[config.mk]
export PLATFORM = sky130hd
export DESIGN_NAME = uart_tx_fifo
export DESIGN_NICKNAME = d
export VERILOG_FILES = /design/src/rtl/uart_tx_fifo.sv
export SDC_FILE = /design/constraint.sdc
export NUM_CORES = 1
export LEC_CHECK = 0
export CORE_MARGIN = 2
export CORE_UTILIZATION = 40
export CTS_CLUSTER_SIZE = 28
export DETAILED_ROUTE_END_ITERATION = 10
export MAX_ROUTING_LAYER = met4
export PLACE_DENSITY = 0.64
export SLEW_MARGIN = 20
export SYNTH_ARGS = -nofsm -noshare
export SYNTH_HDL_FRONTEND = slang
export SYNTH_SLANG_ARGS = --single-unit
[constraint.sdc]
create_clock -name clk_50mhz -period 5.95 [get_ports clk_50mhz]
set_input_delay 1.785 -clock clk_50mhz [delete_from_list [all_inputs] [get_ports clk_50mhz]]
set_output_delay 1.785 -clock clk_50mhz [all_outputs]
set_load 0.01 [all_outputs]
[src/rtl/uart_tx_fifo.sv]
// uart_tx_fifo: byte FIFO feeding a UART serializer (start, DATA_BITS LSB first, optional parity, STOP_BITS stop).
// Latency: a write into an empty idle FIFO drives the start bit on the 2nd edge; queued bytes go out back-to-back.
// Backpressure: none; a write while full is dropped and sets sticky overflow. `UART_TX_BREAK_EN adds the brk line-break input.
module uart_tx_fifo #(
    parameter int CLK_HZ     = 50000000,
    parameter int BAUD       = 115200,
    parameter int DATA_BITS  = 8,
    parameter int PARITY     = 0,
    parameter int STOP_BITS  = 1,
    parameter int FIFO_DEPTH = 16
) (
    input  logic                        clk_50mhz,
    input  logic                        rst,
    input  logic                        wr_en,
    input  logic [7:0]                  wr_data,
`ifdef UART_TX_BREAK_EN
    input  logic                        brk,
`endif
    output logic                        full,
    output logic                        empty,
    output logic [$clog2(FIFO_DEPTH):0] count,
    output logic                        overflow,
    output logic                        busy,
    output logic                        TxD
);
    localparam int DIV = CLK_HZ / BAUD;
    localparam int AW  = $clog2(FIFO_DEPTH);
    localparam int BW  = $clog2(DIV);
    localparam logic [7:0] DMASK = 8'((1 << DATA_BITS) - 1);

    typedef enum logic [2:0] {
        IDLE  = 3'd0,
        START = 3'd1,
        DATA  = 3'd2,
        PAR   = 3'd3,
        STOP  = 3'd4
`ifdef UART_TX_BREAK_EN
        ,
        BRK   = 3'd5
`endif
    } state_t;

    state_t          state;
    state_t          state_n;
    logic [7:0]      mem [FIFO_DEPTH];
    logic [AW-1:0]   wr_ptr;
    logic [AW-1:0]   rd_ptr;
    logic [BW-1:0]   baud_cnt;
    logic [2:0]      bit_cnt;
    logic [7:0]      shift;
    logic [7:0]      shift_n;
    logic [7:0]      head;
    logic            par_bit;
    logic            par_n;
    logic            txd_n;
    logic            push;
    logic            pop;
    logic            bit_tick;

    assign full     = (count == (AW + 1)'(FIFO_DEPTH));
    assign empty    = (count == '0);
    assign busy     = (state != IDLE);
    assign push     = wr_en && !full;
    assign bit_tick = (baud_cnt == BW'(DIV - 1));
    // Unused upper payload bits are masked so parity and shifting see only DATA_BITS.
    assign head     = mem[rd_ptr] & DMASK;

    // Next state, FIFO pop request, and next serial-line level (TxD is registered to keep the line glitch-free).
    always_comb begin
        state_n = state;
        pop     = 1'b0;
        case (state)
            IDLE: begin
`ifdef UART_TX_BREAK_EN
                if (brk) begin
                    state_n = BRK;
                end else
`endif
                if (!empty) begin
                    pop     = 1'b1;
                    state_n = START;
                end
            end
            START: begin
                if (bit_tick) state_n = DATA;
            end
            DATA: begin
                if (bit_tick && bit_cnt == 3'(DATA_BITS - 1))
                    state_n = (PARITY != 0) ? PAR : STOP;
            end
            PAR: begin
                if (bit_tick) state_n = STOP;
            end
            STOP: begin
                if (bit_tick && bit_cnt == 3'(STOP_BITS - 1)) begin
`ifdef UART_TX_BREAK_EN
                    if (brk) begin
                        state_n = BRK;
                    end else
`endif
                    if (!empty) begin
                        pop     = 1'b1;
                        state_n = START;
                    end else begin
                        state_n = IDLE;
                    end
                end
            end
`ifdef UART_TX_BREAK_EN
            BRK: begin
                if (!brk) state_n = IDLE;
            end
`endif
            default: state_n = IDLE;
        endcase

        shift_n = shift;
        par_n   = par_bit;
        if (pop) begin
            shift_n = head;
            par_n   = (^head) ^ (PARITY == 2);
        end else if (state == DATA && bit_tick) begin
            shift_n = shift >> 1;
        end

        case (state_n)
            START:   txd_n = 1'b0;
            DATA:    txd_n = shift_n[0];
            PAR:     txd_n = par_n;
`ifdef UART_TX_BREAK_EN
            BRK:     txd_n = 1'b0;
`endif
            default: txd_n = 1'b1;
        endcase
    end

    // FSM, baud/bit counters, FIFO pointers and occupancy; reset aborts any frame and discards the queue.
    always_ff @(posedge clk_50mhz) begin
        if (!rst) begin
            state    <= IDLE;
            baud_cnt <= '0;
            bit_cnt  <= '0;
            shift    <= '0;
            par_bit  <= 1'b0;
            TxD      <= 1'b1;
            wr_ptr   <= '0;
            rd_ptr   <= '0;
            count    <= '0;
            overflow <= 1'b0;
        end else begin
            state   <= state_n;
            shift   <= shift_n;
            par_bit <= par_n;
            TxD     <= txd_n;
            // Every bit boundary coincides with a tick, so reloading on the tick keeps each bit exactly DIV cycles.
            baud_cnt <= (state == IDLE || bit_tick) ? '0 : baud_cnt + BW'(1);
            if (state_n != state)
                bit_cnt <= '0;
            else if (bit_tick)
                bit_cnt <= bit_cnt + 3'd1;
            if (push) wr_ptr <= wr_ptr + AW'(1);
            if (pop)  rd_ptr <= rd_ptr + AW'(1);
            if (push && !pop)
                count <= count + (AW + 1)'(1);
            else if (!push && pop)
                count <= count - (AW + 1)'(1);
            if (wr_en && full) overflow <= 1'b1;
        end
    end

    // Queue storage; contents are don't-care until written, so no reset.
    always_ff @(posedge clk_50mhz) begin
        if (push) mem[wr_ptr] <= wr_data;
    end

endmodule

==> out/metrics.yaml, run 1 <==
yosysSeqAreaShare_pct: 67.8
die_x_um: 136
synthXorXnorAreaFrac_pct: 3.16
cp.required_ns: 6.28
insertion_delay_ns: 0.42
cts_buffer_depth: 2
critPathCaptureType: "flop"
tightest_slew_ns: 0.875
yosysMostFrequentCell: "edfxtp_1"
wl_per_cell_um: 18.5
grt_first_pass_wirelength_um: 20500
power.total_mw: 3.33
antenna_found_initial: 0
crit_arrival_ns: 4.57
r2r_start: "baud_cnt[0]"
ys_ff_latch: 171
yosys.area.top_type_share_pct: 55.4
grt_util_all_layers_pct: 15.7
clk_pin_slew_ns: 0.06
grt_max_degree: 33
cts.sinks: 171
comb_power_share_pct: 25.2
place.port_buffers: 20
coreArea_sq_um: 17100
htreeDepth: 4
synthTopCellsByArea: "edfxtp_1 (55%), dfxtp_1 (12%), mux4_2 (10%), nor2_1 (3.0%), ha_1 (2.7%)"
synth_edf_count: 128
hold_viol_final: 0
worst_slack_ns: 1.71
fin_nets: 495
slew_headroom_pct: 41.7
crit_fanout: 9
max_cap_violations: 0
die-area_sq_um: 18400
synth_warnings: 0
peakVddDrop_mv: 0.254
gp_congestion: 0.809
synthTopCellsByCount: "edfxtp_1 (128), nor2_1 (55), dfxtp_1 (43)"
startpoint_type: "input pin"
rsz0062_at_grt: "false"
fin_cells: 705
vias: 3678
clockRootBuffer: "clkbuf_16"
dp.cells: 674
synth-simple-area-share_pct: 7.92
fin_crit_ns: 4.24
power_density_nw_per_um2: 421
ys.flop_type: "edfxtp_1"
via_per_inst: 5.22
cts_setup_buffers: 0
synth_top_cell_by_area: "edfxtp_1"
syn-num-nets: 475
synth_async_sr_flop_share_pct: 0
synth_compound_area_share_pct: 4.62
synthAdderAreaFrac_pct: 2.99
synth.avg_cell_area_sq_um: 15.5
status: "finished, final reports clean"
start_util_pct: 40.5
switchingPower_mw: 0.969
pre_cts_slack_ns: 1.32
final_area_sq_um: 7900
netlist_area_sq_um: 6940
period_share_pct: 71.3
grt_pass1_vias: 3701
p_int_mw: 2.36
synth_mux_area_share_pct: 11.4
critPathKind: "input pin to flop"
min_path_cells: 2
synthCells: 448
postRouteAntennaNets: 0
fin_worst_skew_ns: 0.0127
drv_slew: 0
finalSetupViolCount: 0
timing.rr.end: "count[4]"
hp-start: "bit_cnt[1]"
synth.distinct_cells: 38
grt_overflow: 0
synth_top_family_by_area: "multiplexers"
place_area_sq_um: 7340
cts.repair.resized: 0
n_antenna_cell: 0
hold_path.class: "flop to flop"
tritoncts: "yes"
die_y_um: 136
firstDrtPassIters: 4
drc: 0
cts_made_buffers: 17
reg2reg_slack_ns: 1.99
holdBufCountCts: 0
drive_gt1_share_pct: 14.8
holdPathEnd: "bit_cnt[1]"
drt_wl_total_um: 13000
area_delta_synth_final_pct: 13.9
ioPinCount: 21
finalSetupTns_ns: 0
max_freq_ghz: 0.236
fp-row-count: 48
drt_iter0_drc: 246
clkPwrFrac_pct: 30.9
rr_worst_depth: 14
dp_hpwl_um: 8330
p_sw_share_pct: 29.1
p_seq_share_pct: 43.8
leakagePower_nw: 2.62
stage by stage:
step | utilization (%) | hold WS, ns
after floorplan | - | 0.447
after global placement | 42.9 | 0.452
after detailed placement | 42.9 | 0.475
after CTS | 46.1 | 0.489
after global routing | 46.1 | 0.512
final | 46.1 | 0.481
logic make-up (layout without fill, tap and decap cells):
group                      count (synthesis)  after routing
AOI/OAI and AO/OA                         46             46
adders and majority gates                 16             16
muxes                                     39             39
DFF                                      171            171
and+or+nand+nor                          119            119
xor gates and xnor gates                  25             25
buffers and inverters                     32             64
registers in the layout, indices dropped and copies added (netlist names), named ones only:
signal / flops
mem: 128
baud_cnt: 9
shift: 8
count: 5
rd_ptr: 4
wr_ptr: 4
bit_cnt: 3
state: 3
TxD: 1
overflow: 1
par_bit: 1
worst max-delay path by stage:
stage / start / endpoint / slack, ns / depth (start not counted)
after floorplan: wr_en / count[4] / 2.26 / 10
after global placement: wr_en / count[4] / 1.41 / 10
after detailed placement: wr_en / count[4] / 1.32 / 10
after CTS: wr_en / count[4] / 1.72 / 10
after global routing: wr_en / count[4] / 1.54 / 10
final: wr_en / count[4] / 1.71 / 10
layer usage:
layer	up-vias	track usage, %	wire [um]
li1	1730	-	-
met1	1858	21.5	6120
met2	77	23.3	6170
met3	13	3.74	609
met4	0	5.09	144
met5	-	-	0
cell type report:
type | instances | area [sq um]
flip-flops and latches | 171 | 4710
clock inverters | 13 | 119
clock buffers | 18 | 429
fillers | 1466 | 9220
well taps | 225 | 282
repair buffers | 22 | 215
inverters | 11 | 43.8
multi-input cells | 245 | 2100
critical path, stage by stage:
cell and delay (ns):
clkdlybuf4s50_1 0.47, nor2b_1 0.64, ha_1 0.34, inv_1 0.11, ha_1 0.31, a21o_1 0.18
a21oi_1 0.18, xnor2_1 0.10, or3_1 0.31, a21oi_1 0.14
layout by cell type, fill, tap and decap left out, drive strengths merged, types with 2 or more instances in the layout:
master / instances
a211oi: 8
a21oi: 14
a22oi: 16
and2: 4
buf: 2
clkbuf: 18
clkdlybuf4s50: 20
clkinv: 8
clkinvlp: 2
dfxtp: 43
edfxtp: 128
ha: 15
inv: 13
mux2i: 7
mux4: 32
nand2: 27
nand2b: 3
nand3: 6
nand3b: 3
nand4: 5
nor2: 55
nor2b: 4
nor3: 5
o21ai: 4
or3: 3
xnor2: 13
xor2: 12
power by group through the flow:
stage / sequential [mW] / clock (mW) / combinational (mW)
3_3_place_gp: 1.48 / 0 / 0.821
4_1_cts: 1.46 / 1.05 / 0.848
3_5_place_dp: 1.48 / 0 / 0.845
6_report: 1.46 / 1.03 / 0.838
5_1_grt: 1.47 / 1.10 / 0.927
2_1_floorplan: 1.44 / 0 / 0.666
(Power assumes the default switching activity.)
==> run 2: changes to the inputs <==
- PLACE_DENSITY: 0.64 -> 0.66
- clock period: 5.95 -> 3.9 ns (I/O delays scaled with it)
==> out/metrics.yaml, run 2 (same netlist as run 1, synthesis figures left out) <==
finalSetupViolCount: 0  # unchanged
holdBufCountCts: 0  # unchanged
critPathCaptureType: "flop"  # unchanged
critPathKind: "flop to flop"  # was input pin to flop
slew_headroom_pct: 52.6  # was 41.7%
worst_slack_ns: 0.389  # was 1.71 ns
startpoint_type: "flop"  # was input pin
min_path_cells: 2  # unchanged
rsz0062_at_grt: "false"  # unchanged
max_stage_delay_ns: 0.43  # was 0.64 ns
hold_viol_final: 0  # unchanged
die-area_sq_um: 18400  # unchanged
coreArea_sq_um: 17100  # unchanged
drt_wl_total_um: 13100  # was 13000 um
tightest_slew_ns: 0.709  # was 0.875 ns
p_seq_share_pct: 42.6  # was 43.8%
final_common_cell: "edfxtp_1"  # unchanged
cts_buffer_depth: 2  # unchanged
p_int_mw: 3.65  # was 2.36 mW
final_cell_mix: "edfxtp_1 (128), nor2_1 (55), dfxtp_1 (42)"  # was edfxtp_1 (128), nor2_1 (55), dfxtp_1 (41)
gp_congestion: 0.750  # was 0.809
cts.repair.resized: 0  # unchanged
multiInputGateArea_sq_um: 2090  # was 2100 sq um
drv_slew: 0  # unchanged
crit_top_cell: "ha_1"
grt_overflow: 0  # unchanged
grt_pass1_vias: 3810  # was 3701
comb_power_share_pct: 25.5  # was 25.2%
drive_gt1_share_pct: 17.8  # was 14.8%
status: "finished, final reports clean"  # unchanged
fin_worst_skew_ns: 0.0143  # was 0.0127 ns
grt_max_degree: 33  # unchanged
power.total_mw: 5.18  # was 3.33 mW
cp.required_ns: 4.25  # was 6.28 ns
peakVddDrop_mv: 0.387  # was 0.254 mV
path_cells: "ha_1 -> and4b_1 -> and4_1 -> nand3b_4 -> a2111oi_4 -> inv_4 -> ha_1 -> inv_1 -> ha_1 -> a21o_1 -> a21oi_1 -> xnor2_1 -> or3_1 -> a21oi_1"  # was clkdlybuf4s50_1 -> nor2b_1 -> ha_1 -> inv_1 -> ha_1 -> a21o_1 -> a21oi_1 -> xnor2_1 -> or3_1 -> a21oi_1
n_antenna_cell: 0  # unchanged
drc: 0  # unchanged
p_sw_share_pct: 29.6  # was 29.1%
largestRegisters: "mem (128), baud_cnt (9), shift (8)"  # unchanged
whs_ns: 0.475  # was 0.481 ns
utilization_pct: 47.1  # was 46.1%
reg2reg_slack_ns: 0.39  # was 1.99 ns
rr_worst_depth: 14  # unchanged
crit_arrival_ns: 3.86  # was 4.57 ns
wl_per_cell_um: 18.0  # was 18.5 um
finalSetupTns_ns: 0  # unchanged
crit_start: "baud_cnt[0]"  # was wr_en
wl_met2_um: 6380  # was 6170 um
r2r_start: "baud_cnt[0]"  # unchanged
grt_util_all_layers_pct: 15.9  # was 15.7%
start_util_pct: 40.5  # unchanged
hp-start: "shift[7]"  # was bit_cnt[1]
crit_fanout: 17  # was 9
area_delta_synth_final_pct: 16.3  # was 13.9%
insertion_delay_ns: 0.43  # was 0.42 ns
fin_cells: 725  # was 705
dp_hpwl_um: 8380  # was 8330 um
power_density_nw_per_um2: 642  # was 421 nW/um^2
fin_crit_ns: 3.51
leakagePower_nw: 2.73  # was 2.62 nW
top_register: "mem"  # unchanged
antenna_found_initial: 0  # unchanged
die_y_um: 136  # unchanged
seq_area_sq_um: 4710  # about the same
met1Wirelength_um: 5850  # was 6120 um
dr_wl_met3_um: 628  # was 609 um
holdPathEnd: "shift[7]"  # was bit_cnt[1]
firstDrtPassIters: 4  # unchanged
cp_top_family: "simple AND/OR/NAND/NOR gates"  # unchanged
cts.sinks: 171  # unchanged
grt_first_pass_wirelength_um: 20800  # was 20500 um
clockRootBuffer: "clkbuf_16"  # unchanged
period_share_pct: 90.0
cp.depth: 14  # was 10
drt_iter0_drc: 285  # was 246
clkPwrFrac_pct: 31.9  # was 30.9%
place_area_sq_um: 7490  # was 7340 sq um
pre_cts_slack_ns: 0.404  # was 1.32 ns
final_area_sq_um: 8070  # was 7900 sq um
slowest_stage: "a2111oi_4"  # was nor2b_1
dp.cells: 693  # was 674
cts_setup_buffers: 0  # unchanged
clk_pin_slew_ns: 0.07  # was 0.06 ns
tritoncts: "yes"  # unchanged
htreeDepth: 4  # unchanged
timing.rr.end: "count[4]"  # unchanged
cts_made_buffers: 17  # unchanged
switchingPower_mw: 1.53  # was 0.969 mW
max_freq_ghz: 0.285
fillers: 1484  # was 1466
vias: 3742  # was 3678
die_x_um: 136  # unchanged
place.port_buffers: 20  # unchanged
postRouteAntennaNets: 0  # unchanged
ioPinCount: 21  # unchanged
largest_register_ff_count: 128  # unchanged
via_per_inst: 5.16  # was 5.22
max_cap_violations: 0  # unchanged
worst-path-buf-inv: 2  # unchanged
fin_nets: 514  # was 495
hold_path.class: "flop to flop"  # unchanged
top_layer: "met4"  # unchanged
fp-row-count: 48  # unchanged
-- run 2: changes by cell type in the layout (fill, tap and decap cells not counted), sizes merged --
cell | before | now
buf | 2 | 21
clkinvlp | 2 | 0
clkinv | 8 | 7
clkbuf | 18 | 17
inv | 13 | 18
-- run 2: power by group through the flow --
stage	logic, mW	clock network (mW)	registers (mW)
floorplan	1.02	0	2.19
global placement	1.31	0	2.24
detailed placement	1.33	0	2.25
CTS	1.34	1.68	2.21
global route	1.47	1.76	2.23
finish	1.32	1.65	2.21
-- run 2: cell type report --
| class | count | share of cell area (%) |
|---|---|---|
| inverter | 11 | 0.543 |
| tap | 225 | 3.49 |
| multi-input combinational | 245 | 25.9 |
| sequential | 171 | 58.3 |
| timing repair buffer | 41 | 4.59 |
| clock inverter | 15 | 1.92 |
| clock buffer | 17 | 5.27 |
-- run 2: worst max path at each step --
stage	to	slack, ns
floorplan	count[4]	0.43
global placement	count[4]	0.49
detailed placement	count[4]	0.40
CTS	count[4]	0.38
global route	count[4]	0.02
finish	count[4]	0.39
-- run 2: layer usage --
metal	track usage (%)	vias up
li1	-	1773
met1	20.9	1868
met2	24.6	88
met3	3.93	13
met4	4.75	0
met5	-	-
-- run 2: tightest hold or removal path: cells and delay by family (launching register included) --
family | cells | cell delay [ns]
AO/OA/AOI/OAI | 1 | 0.06
AND/OR/NAND/NOR | 1 | 0.06
flip-flops | 1 | 0.31
==> run 3: changes to the inputs <==
- CTS_CLUSTER_DIAMETER: not set -> 80
==> results of run 3 <==
The final DEF is identical to that of run 2; final timing and power are the same.
